[src/rtl/instr_pointer_stack_pkg.sv]
// Shared definitions for the fetch-stage instruction pointer and the decoder.
//   IP_WORD_SIZE : default address/word width
//   ip_mode_e    : operation codes driven by the decoder on 'mode'
package instr_pointer_stack_pkg;

  localparam int IP_WORD_SIZE = 16;

  typedef enum logic [1:0] {
    IP_MODE_ADJ  = 2'd0,
    IP_MODE_JUMP = 2'd1,
    IP_MODE_CALL = 2'd2,
    IP_MODE_RET  = 2'd3
  } ip_mode_e;

endpackage

[src/rtl/instr_pointer_stack_return_stack.sv]
// Circular LIFO of return addresses.
// A push while full overwrites the oldest entry, and depth stays at STACK_DEPTH.
// The caller must not pop while the stack is empty.
// Ports:
//   clk, reset_enable   : clock, synchronous active-high reset (pointer/depth only)
//   push, push_data     : write push_data at top, advance top pointer
//   pop                 : retreat top pointer (caller guarantees not empty)
//   top_data            : entry below top pointer, 0 when empty
//   depth, full, empty  : occupancy
module instr_pointer_stack_return_stack #(
  parameter int WORD_SIZE   = 16,
  parameter int STACK_DEPTH = 8
) (
  input  logic                               clk,
  input  logic                               reset_enable,
  input  logic                               push,
  input  logic                               pop,
  input  logic [WORD_SIZE-1:0]               push_data,
  output logic [WORD_SIZE-1:0]               top_data,
  output logic [$clog2(STACK_DEPTH+1)-1:0]   depth,
  output logic                               full,
  output logic                               empty
);

  localparam int PTR_W   = $clog2(STACK_DEPTH);
  localparam int DEPTH_W = $clog2(STACK_DEPTH+1);

  logic [WORD_SIZE-1:0] mem [STACK_DEPTH];
  logic [PTR_W-1:0]     top_ptr;
  logic [PTR_W-1:0]     ptr_inc;
  logic [PTR_W-1:0]     ptr_dec;

  // Explicit wrap so non-power-of-two depths also cycle correctly.
  assign ptr_inc = (top_ptr == PTR_W'(STACK_DEPTH-1)) ? '0 : top_ptr + PTR_W'(1);
  assign ptr_dec = (top_ptr == '0) ? PTR_W'(STACK_DEPTH-1) : top_ptr - PTR_W'(1);

  assign full     = (depth == DEPTH_W'(STACK_DEPTH));
  assign empty    = (depth == '0);
  assign top_data = empty ? '0 : mem[ptr_dec];

  always_ff @(posedge clk) begin
    if (reset_enable) begin
      top_ptr <= '0;
      depth   <= '0;
    end else if (push) begin
      top_ptr <= ptr_inc;
      if (!full) depth <= depth + DEPTH_W'(1);
    end else if (pop) begin
      top_ptr <= ptr_dec;
      depth   <= depth - DEPTH_W'(1);
    end
  end

  // Contents are deliberately not cleared on reset; empty masks them.
  always_ff @(posedge clk) begin
    if (!reset_enable && push) mem[top_ptr] <= push_data;
  end

endmodule

[src/rtl/instr_pointer_stack.sv]
// Fetch-stage instruction pointer with relative adjust, absolute jump,
// call and return, backed by a hardware return-address stack.
// Ports:
//   clk, reset_enable       : clock, synchronous active-high reset
//   update_enable, mode     : perform ADJ/JUMP/CALL/RET this cycle
//   adj, target             : signed offset (ADJ) / destination (JUMP, CALL)
//   clear_flags             : clears sticky overflow/underflow
//   out                     : registered instruction pointer
//   ret_top                 : peek of stack top (0 when empty)
//   depth, stack_full, stack_empty : stack occupancy
//   overflow, underflow     : sticky CALL-while-full / RET-while-empty
module instr_pointer_stack
  import instr_pointer_stack_pkg::*;
#(
  parameter int                   WORD_SIZE    = IP_WORD_SIZE,
  parameter int                   STACK_DEPTH  = 8,
  parameter logic [WORD_SIZE-1:0] RESET_VECTOR = '0,
  parameter int                   RET_STEP     = 1
) (
  input  logic                             clk,
  input  logic                             reset_enable,
  input  logic                             update_enable,
  input  logic [1:0]                       mode,
  input  logic [WORD_SIZE-1:0]             adj,
  input  logic [WORD_SIZE-1:0]             target,
  input  logic                             clear_flags,
  output logic [WORD_SIZE-1:0]             out,
  output logic [WORD_SIZE-1:0]             ret_top,
  output logic [$clog2(STACK_DEPTH+1)-1:0] depth,
  output logic                             stack_full,
  output logic                             stack_empty,
  output logic                             overflow,
  output logic                             underflow
);

  logic [WORD_SIZE-1:0] out_next;
  logic [WORD_SIZE-1:0] ret_addr;
  logic                 push;
  logic                 pop;
  logic                 set_ovf;
  logic                 set_udf;

  assign ret_addr = out + WORD_SIZE'(RET_STEP);

  always_comb begin
    out_next = out;
    push     = 1'b0;
    pop      = 1'b0;
    set_ovf  = 1'b0;
    set_udf  = 1'b0;
    if (update_enable) begin
      case (ip_mode_e'(mode))
        IP_MODE_ADJ:  out_next = out + adj;
        IP_MODE_JUMP: out_next = target;
        IP_MODE_CALL: begin
          push     = 1'b1;
          out_next = target;
          set_ovf  = stack_full;
        end
        IP_MODE_RET: begin
          if (stack_empty) begin
            set_udf = 1'b1;
          end else begin
            pop      = 1'b1;
            out_next = ret_top;
          end
        end
        default: out_next = out;
      endcase
    end
  end

  always_ff @(posedge clk) begin
    if (reset_enable) begin
      out       <= RESET_VECTOR;
      overflow  <= 1'b0;
      underflow <= 1'b0;
    end else begin
      out       <= out_next;
      // A flag raised in the same cycle as clear_flags stays set.
      overflow  <= set_ovf | (overflow  & ~clear_flags);
      underflow <= set_udf | (underflow & ~clear_flags);
    end
  end

  instr_pointer_stack_return_stack #(
    .WORD_SIZE   (WORD_SIZE),
    .STACK_DEPTH (STACK_DEPTH)
  ) u_return_stack (
    .clk          (clk),
    .reset_enable (reset_enable),
    .push         (push),
    .pop          (pop),
    .push_data    (ret_addr),
    .top_data     (ret_top),
    .depth        (depth),
    .full         (stack_full),
    .empty        (stack_empty)
  );

endmodule

[config.mk]
export PLATFORM = sky130hd
export DESIGN_NAME = instr_pointer_stack
export DESIGN_NICKNAME = d
export VERILOG_FILES = /design/src/rtl/instr_pointer_stack_pkg.sv /design/src/rtl/instr_pointer_stack_return_stack.sv /design/src/rtl/instr_pointer_stack.sv
export SDC_FILE = /design/constraint.sdc
export NUM_CORES = 1
export LEC_CHECK = 0
export ABC_AREA = 1
export BUFFER_PORTS_ARGS = -buffer_cell sky130_fd_sc_hd__buf_4
export CELL_PAD_IN_SITES_DETAIL_PLACEMENT = 0
export CELL_PAD_IN_SITES_GLOBAL_PLACEMENT = 1
export CORE_UTILIZATION = 45
export DETAILED_ROUTE_END_ITERATION = 10
export PLACE_DENSITY = 0.9
export SLEW_MARGIN = 40
export SYNTH_ARGS = -nofsm -noshare
export SYNTH_HDL_FRONTEND = slang
export SYNTH_SLANG_ARGS = --single-unit
[constraint.sdc]
create_clock -name clk -period 2.9 [get_ports clk]
set_input_delay 0.58 -clock clk [delete_from_list [all_inputs] [get_ports clk]]
set_output_delay 0.58 -clock clk [all_outputs]
set_load 0.005 [all_outputs]
Word level (Yosys, flattened, before mapping):

Memory sizes are Yosys's and may differ from the RTL's.
Index checks and enable logic that the tools add are counted.

* bits in registers: 25
* output and inout port bits: 40
* word-level logic and storage cells: 55
* RAM bits: 128
* bits of input ports: 38
* memories kept: 1

* reduce and logical (&&, ||, !) cells: 9
* bitwise gates (word level): 5
* equal/unequal tests: 7
* add/sub/neg operators: 6
* multiplexer cells: 22

Memory list
* u_return_stack.mem: depth 8, width 16, read ports 1, clocked after memory_dff 0, wr ports 1, line instr_pointer_stack_return_stack.sv:28 `logic [WORD_SIZE-1:0] mem [STACK_DEPTH];`

Operators with widths (count)
* 16-bit case mux with 3 select lines: 1
* 16-bit two-way mux: 2
* 16-bit by 1-bit adder with 16-bit output (second input constant): 1
* 16-bit adder: 1
* 1-bit two-way mux: 12
* 3-bit two-way mux: 4
* 4-bit two-way mux: 3
* 4-bit by 1-bit adder with 4-bit output (second input constant): 1
* 2-bit == test (second input constant): 2
* 4-bit == test (second input constant): 1
* 4-bit zero test: 1
* 2-bit != test (second input constant): 2
* 2-bit AND reduction: 2
* 4-bit by 1-bit subtractor with 4-bit output (second input constant): 1
* 3-bit by 1-bit adder with 3-bit output (second input constant): 1
* 3-bit == test (second input constant): 1
* 3-bit zero test: 1
* 3-bit by 1-bit subtractor with 3-bit output (second input constant): 1
* 1-bit bitwise AND: 2
* 2-bit by 1-bit == test with 1-bit output (second input constant): 1
* 2-bit zero test: 1
* 1-bit OR: 2
* 2-bit nonzero test: 1
* 2-bit OR reduction: 1
* other kinds (3): 3

Depth between registers and ports, before layout:

Gate-level depths: netlist (run 1).

* word-level depth: 6
* mapped depth: 16
* mapped depth without buffers: 14

Modules after synthesis:

A second synthesis (run 1) with hierarchy kept.

* cell total of the unflattened synthesis: 936
* area total of the unflattened synthesis: 8187.9 sq um

Modules (own cells, without submodules)
* instr_pointer_stack_return_stack: cells an instance 577, sequential area each 3983.8 sq um, instances 1, area an instance 5953.2 sq um
* instr_pointer_stack: cells an instance 359, sequential area each 360.3 sq um, instances 1, area an instance 2234.6 sq um

Worst setup path after synthesis (run 1):

No wires, ideal clock.

* path type: input-to-reg
* start point: in mode[0]
* end point: mem u_return_stack.mem[0][0], enable pin
* stages on the path: 6
* path slack: 519 ps
* path buffers: 0
* data arrival time: 1992 ps
* setup time: 388 ps
* required time: 2512 ps
* cell sequence: inv_1 ha_1 nand2_1 nor2_1 nand2_1 nor2_1

* longest elaborated chain between the ends: 6

RTL lines
* start, declared: line instr_pointer_stack.sv:23 `input logic [1:0] mode,`
* 2-bit == test: line instr_pointer_stack.sv:52 `case (ip_mode_e'(mode))`
* 1-bit two-way mux: line instr_pointer_stack.sv:52
* 1-bit two-way mux: line instr_pointer_stack.sv:51 `if (update_enable) begin`
* 1-bit logical AND: line instr_pointer_stack_return_stack.sv:56 `if (!reset_enable && push) mem[top_ptr] <= push_data;`
* 1-bit two-way mux: line instr_pointer_stack_return_stack.sv:56
* 1-bit two-way mux (not written as such): line instr_pointer_stack_return_stack.sv:56
* end, declared: line instr_pointer_stack_return_stack.sv:28

No other way between the ends.

Worst setup path after layout (run 1):

* start point: reg u_return_stack.top_ptr[1]
* end point: out ret_top[5]

* longest elaborated chain between the ends: 4
* elaborated cells on any way between the ends: 5
* classes of those cells: 1 x add/sub; 2 x mux; 1 x reduce/logical; 1 x memory

RTL lines
* start, declared: line instr_pointer_stack_return_stack.sv:29 `logic [PTR_W-1:0] top_ptr;`
* start signal, assigned: line instr_pointer_stack_return_stack.sv:46 `top_ptr <= ptr_inc;`
* start signal, assigned: line instr_pointer_stack_return_stack.sv:49 `top_ptr <= ptr_dec;`
* 3-bit by 1-bit subtractor with 3-bit output or 3-bit zero test (tied branches): line instr_pointer_stack_return_stack.sv:35 `assign ptr_dec = (top_ptr == '0) ? PTR_W'(STACK_DEPTH-1) : top_ptr - PTR_W'(1);`
* 3-bit two-way mux (*): line instr_pointer_stack_return_stack.sv:35
* memory 8 x 16 bit (*)
* 16-bit two-way mux (*): line instr_pointer_stack_return_stack.sv:39 `assign top_data = empty ? '0 : mem[ptr_dec];`
* end, declared: line instr_pointer_stack.sv:28 `output logic [WORD_SIZE-1:0] ret_top,`

Every way passes the cells marked *; elsewhere a longest branch is shown, timed or not.

==> impl_metrics.py, run 1 <==
metrics = {
    "status": {
        "outcome": "finished, final reports clean",
    },
    "timing": {
        "hold_violations": 0,
        "slew_headroom_pct": 47.6,
        "worst_pin_slew_ps": 783,
        "clock_skew_ps": 12.4,
        "timing.final.crit_share_pct": 97.9,
        "fin_crit_ps": 2840,
        "slew_violations": 0,
        "setup_viol": 0,
        "max_freq_mhz": 352,
    },
    "power": {
        "p_per_area_nw_per_um2": 587,
        "p_leak_uw": 0.00458,
        "p_total_uw": 5830,
        "vdd_drop_max_v": 0.000419,
    },
    "clocking": {
        "cts_made_buffers": 17,
        "cts_buffer_depth": 2,
        "cts_tree": "built",
        "clkLatencyLatePin_ps": 420,
        "clkSlewWorstSetupHoldPaths_ps": 60,
        "root_buffer": "clkbuf_16",
        "ctsHoldBuffers": 0,
        "htreeDepth": 4,
        "clock_sinks": 153,
    },
    "finish": {
        "drive_above_1_share_pct": 17.0,
        "diodes": 0,
        "finalNonFillerCells": 1302,
        "final_area_um2": 9940,
        "fillers": 1600,
        "area_delta_synth_final_pct": 20.4,
        "nets": 1125,
    },
    "detailed_routing": {
        "wl_um": 22600,
        "wl_per_cell_um": 17.3,
        "vias": 6778,
        "drtIter0Drc": 523,
        "via_per_inst": 5.21,
        "route.detailed.drc": 0,
        "postRouteAntennaNets": 0,
        "drt_first_pass_iters": 5,
    },
    "worst_hold_path": {
        "min_path_type": "input port to flip-flop",
    },
    "global_routing": {
        "grt_max_degree": 43,
        "grt_pass1_vias": 6179,
        "antenna_found_initial": 0,
        "grt_overflow": 0,
        "grtUsageTotal_pct": 24.2,
        "grt_pass1_wl_um": 33200,
    },
    "critical_path": {
        "critical_path.max_fanout": 9,
        "crit_type": "flip-flop to primary output",
        "cp_cell_sequence": "inv_2 -> ha_4 -> ha_4 -> inv_6 -> nand2_8 -> buf_12 -> or2_2 -> nand2_1 -> nand3_1 -> nand2_1 -> nor2_1 -> buf_4",
        "slowest_stage": "dfxtp_2",
        "worstPathArrival_ps": 2260,
        "critPathCaptureType": "primary output",
        "max_stage_delay_ps": 350,
        "critPathRequiredTime_ps": 2320,
        "start_kind": "flip-flop",
    },
    "run": {
        "cap_violations": 0,
    },
    "yosys": {
        "ys.flop_type": "edfxtp_1",
        "ys_seq_elements": 153,
        "synth_cell_types": 38,
        "netlist.area_leader.share_pct": 46.6,
        "synth-seq-area-share_pct": 52.6,
        "yosys_warnings": 0,
        "synth_cells": 965,
        "synth_edf_count": 128,
        "avgSynthCellArea_um2": 8.56,
        "ys_async_sr_fraction_pct": 0,
        "netlist_area_um2": 8260,
        "synth_top_area_cell": "edfxtp_1",
        "synthTopCellsByCount": "nand2_1 (249), inv_1 (167), edfxtp_1 (128)",
        "yosysMostFrequentCell": "nand2_1",
        "synth_nets": 1030,
        "synthTopCellsByArea": "edfxtp_1 (47%), nand2_1 (11%), inv_1 (7.6%)",
    },
    "placement": {
        "hpwl_um": 14900,
        "io_buffers": 77,
        "dp.cells": 1262,
        "place_congestion": 0.908,
        "placed_area_um2": 9150,
    },
    "floorplan": {
        "rows": 49,
        "die_h_um": 137,
        "io_pins": 78,
        "core_um2": 18000,
        "die-area_um2": 18900,
        "initial_core_util_pct": 46.0,
        "dieWidth_um": 137,
    },
}
## area by class of cell
cell class	instances	area, um2	area share [%]
multi-input cells	602	3080	30.9
clock inverters	15	175	1.76
flip-flops and latches	153	4350	43.7
well taps	229	287	2.88
repair buffers	114	975	9.80
clock buffers	17	425	4.28
inverters	172	657	6.61
## kinds of logic (layout without fill, tap and decap cells)
kind of cell | count (synthesis) | in the layout | synth area share, %
AO/OA/AOI/OAI | 86 | 86 | 5.59
XOR/XNOR | 22 | 22 | 2.33
adder cells (fa/ha/maj) | 27 | 27 | 4.27
buffers and inverters | 210 | 318 | 10.5
flip-flops | 153 | 153 | 52.6
AND/OR/NAND/NOR | 467 | 467 | 24.6
## metal layers
metal | track usage, % | wire length [um] | vias up
met3 | 5.63 | 2030 | 41
met2 | 37.3 | 10500 | 320
met1 | 33.2 | 9580 | 3095
met4 | 8.73 | 499 | 0
li1 | - | - | 3322
met5 | 0 | 0 | -
## flip-flops by register name, summed over array words and instances (netlist names)
signal / cells
u_return_stack.mem: 128
out: 16
u_return_stack.depth: 4
u_return_stack.top_ptr: 3
overflow: 1
underflow: 1
## worst paths after layout
kind | cells past startpoint | slack [ps] | to | startpoint
setup / recovery | 12 | 60 | ret_top[5] | u_return_stack.top_ptr[1]
setup reg to reg | 10 | 610 | u_return_stack.mem[2][14] | out[0]
hold / removal | 2 | 410 | u_return_stack.top_ptr[0] | reset_enable
hold reg to reg | 2 | 490 | overflow | overflow
## per-stage QoR
stage	worst slack [ps]	setup TNS [ps]	utilization, %	hold slack (ps)
floorplan	519	0	-	460
global placement	336	0	51.0	480
detailed placement	262	0	51.0	481
CTS	19.9	0	54.6	391
global route	-8.52	-8.52	55.3	404
finish	62.0	0	55.3	406
## cells in the final DEF (no fill, tap or decap), drive strengths merged
| master | count |
|---|---|
| o211ai | 6 |
| nor2 | 67 |
| inv | 173 |
| xor2 | 14 |
| a22o | 1 |
| nor3 | 3 |
| or2 | 10 |
| a21oi | 40 |
| bufinv | 3 |
| a21o | 1 |
| dfxtp | 25 |
| fa | 2 |
| nand3b | 2 |
| ha | 25 |
| and2 | 1 |
| nor3b | 1 |
| nand2 | 251 |
| clkinv | 7 |
| clkbuf | 20 |
| nand4 | 11 |
| buf | 111 |
| edfxtp | 128 |
| clkinvlp | 4 |
| a31oi | 2 |
| o21ai | 36 |
| nand3 | 121 |
| xnor2 | 8 |
## power by group
group,switching [uW],internal [uW]
combinational,667,420
sequential,59.7,2450
clock,884,1350
## timing repair
item | 4_1_cts | 5_1_grt
pin swaps | 0 | 1
setup endpoints to repair | 16 | 14
cloned | 0 | 4
resized for setup | 10 | 8
setup buffers | 3 | 1
## critical path, delay by kind of cell, from the launching register on
family / cells / cell delay [ps]
adders and majority gates: 2 / 360
DFF: 1 / 350
and+or+nand+nor: 6 / 700
buffers and inverters: 4 / 440
(Power assumes the default switching activity.)
==> run 2: changes to the inputs <==
--- a/config.mk
+++ b/config.mk
@@ -12,6 +12,7 @@
 export CORE_UTILIZATION = 45
 export DETAILED_ROUTE_END_ITERATION = 10
 export PLACE_DENSITY = 0.9
+export REMOVE_ABC_BUFFERS = 1
 export SLEW_MARGIN = 40
 export SYNTH_ARGS = -nofsm -noshare
 export SYNTH_HDL_FRONTEND = slang
==> run 2 against run 1 <==
  * Critical path depth stayed put
  * Wire length is 2.1% lower
  * Via count is 0.44% higher
  * Global-route usage is 0.088 points higher
  * Clock-buffer cell count stayed put
  * Fmax hardly changed
  * Core utilization is 0.67 points higher
  * Largest power group unchanged
  * Register-to-register slack worse by 190 ps
  * Non-clock buffer count is 5 higher
  * Sequential power hardly changed
==> impl_metrics.py, run 2 (synthesis gave the netlist of run 1 again) <==
metrics = {
    "clocking": {
        "cts_tree": "built",
        "htreeDepth": 4,
        "clock_sinks": 153,
        "cts_buffer_depth": 2,
        "clkSlewWorstSetupHoldPaths_ps": 60,
        "cts_made_buffers": 17,
        "root_buffer": "clkbuf_16",
        "clkLatencyLatePin_ps": 420,
    },
    "timing": {
        "max_freq_mhz": 352,
        "setup-tns-final_ps": 0,
        "fin_crit_ps": 2840,
        "slew_violations": 0,
        "rsz0062_at_grt": "true",
        "fin_ws_ps": 62.7,
        "hold_violations": 0,
        "worst_pin_slew_ps": 758,
        "hold_slack_ps": 388,
        "timing.final.crit_share_pct": 97.8,
        "slew_headroom_pct": 49.1,
        "setup_viol": 0,
        "clock_skew_ps": 5.54,
    },
    "global_routing": {
        "grt_pass1_vias": 6432,
        "grt_pass1_wl_um": 33400,
        "grtUsageTotal_pct": 24.3,
        "antenna_found_initial": 0,
        "grt_overflow": 0,
        "grt_max_degree": 36,
    },
    "finish": {
        "layout_commonest_cell": "nand2_1",
        "area_delta_synth_final_pct": 21.9,
        "reg.largest.list": "u_return_stack.mem (128), out (16), u_return_stack.depth (4)",
        "top_register": "u_return_stack.mem",
        "nets": 1132,
        "largest_reg_flops": 128,
        "layout_common_cells": "nand2_1 (247), inv_1 (166), edfxtp_1 (128), nand3_1 (113), buf_4 (111)",
        "diodes": 0,
        "drive_above_1_share_pct": 18.1,
    },
    "floorplan": {
        "die-area_um2": 18900,
        "die_h_um": 137,
        "initial_core_util_pct": 46.0,
        "core_um2": 18000,
        "io_pins": 78,
        "rows": 49,
        "dieWidth_um": 137,
    },
    "power": {
        "p_seq_share_pct": 41.2,
        "switchingPower_uw": 1600,
        "p_clk_share_pct": 41.0,
        "p_leak_uw": 0.00467,
        "cellInternalPower_uw": 4490,
        "switching_share_pct": 26.2,
        "comb_power_share_pct": 17.8,
        "vdd_drop_max_v": 0.000550,
        "p_per_area_nw_per_um2": 605,
    },
    "detailed_routing": {
        "drtIter0Drc": 480,
        "route.detailed.drc": 0,
        "postRouteAntennaNets": 0,
        "drt_first_pass_iters": 5,
        "wl_per_cell_um": 16.9,
        "wl_um": 22100,
        "via_per_inst": 5.20,
        "vias": 6808,
    },
    "critical_path": {
        "ff2ff_setup_slack_ps": 420,
        "endpoint": "ret_top[1]",
        "crit_type": "flip-flop to primary output",
        "critical_path.max_fanout": 7,
        "reg2reg_from": "out[0]",
        "critPathCaptureType": "primary output",
        "crit_start": "u_return_stack.top_ptr[1]",
        "slowest_stage": "dfxtp_4",
        "worstPathArrival_ps": 2260,
        "critPathRequiredTime_ps": 2320,
        "start_kind": "flip-flop",
        "cp_common_cell": "buf_4",
        "max_stage_delay_ps": 370,
        "rr_endpoint": "u_return_stack.mem[3][12]",
        "reg2reg_depth": 8,
        "cp_cell_sequence": "inv_2 -> ha_2 -> ha_4 -> inv_6 -> nand2_8 -> buf_4 -> or2_2 -> nand2_1 -> nand3_2 -> nand2_2 -> nor2_1 -> buf_4",
    },
    "placement": {
        "hpwl_um": 14600,
        "place_ws_ps": 248,
        "place_congestion": 0.925,
        "io_buffers": 77,
    },
    "run": {
        "cap_violations": 0,
    },
    "worst_hold_path": {
        "min_path_type": "input port to flip-flop",
    },
    "status": {
        "outcome": "finished, final reports clean",
    },
}
run 2: cell count changes in the layout (fill, tap and decap cells not counted), sizes merged:
cell,delta
buf,+6
nand2,+2
inv,+2
bufbuf,+1
clkbuf,-2
bufinv,+3
clkinv,-4
clkinvlp,-2
run 2: critical path, delay by kind of cell, from the launching register on:
kind	cells	cell delay, ps
flip-flops	1	370
adder cells (fa/ha/maj)	2	360
buffers and inverters	4	450
AND/OR/NAND/NOR	6	650
run 2: routing by layer:
layer	track usage (%)	share of wire [%]	vias up	routed length, um
met2	39.1	47	310	10500
met5	0	0	-	0
met3	5.22	7.9	55	1740
li1	-	-	3330	-
met4	12.1	3.3	0	735
met1	30.8	41	3113	9160
run 2: how the worst min path moves through the flow:
stage | start | to | slack [ps] | cells after the start
3_5_place_dp | underflow | underflow | 470 | 2
4_1_cts | reset_enable | underflow | 370 | 2
5_1_grt | reset_enable | out[13] | 380 | 2
3_3_place_gp | underflow | underflow | 480 | 2
2_1_floorplan | underflow | underflow | 450 | 2
6_report | reset_enable | underflow | 390 | 2
run 2: through the flow:
| step | instances | total power [uW] | instance area [um2] | util, % |
|---|---|---|---|---|
| 6_report | 1308 | 6090 | 10100 | 56.0 |
| 5_1_grt | 1308 | 6330 | 10100 | 56.0 |
| 4_1_cts | 1303 | 6070 | 9930 | 55.3 |
| 3_5_place_dp | 1267 | 3570 | 9180 | 51.1 |
| 3_3_place_gp | 1267 | 3560 | 9180 | 51.1 |
| 2_1_floorplan | 927 | 3120 | 8030 | - |
run 2: power groups by stage:
stage	clock [uW]	sequential, uW	combinational, uW
floorplan	0	2540	583
global placement	0	2550	1010
detailed placement	0	2550	1020
CTS	2510	2510	1040
global route	2610	2510	1200
finish	2500	2510	1090
run 2: area by class of cell:
class / instances / area [um2]
Clock buffer: 17 / 425
Fill cell: 1564 / 7900
Clock inverter: 14 / 244
Tap cell: 229 / 287
Sequential cell: 153 / 4350
Timing Repair Buffer: 119 / 985
Multi-Input combinational cell: 604 / 3120
Inverter: 172 / 656
run 2: what timing repair did:
item                                    4_1_cts  5_1_grt
gates cloned                                  2        2
endpoints found under the setup margin       16       16
resized for setup                             6       18
hold buffers                                  0        0
pin swaps                                     2        5
buffers inserted                              3        3
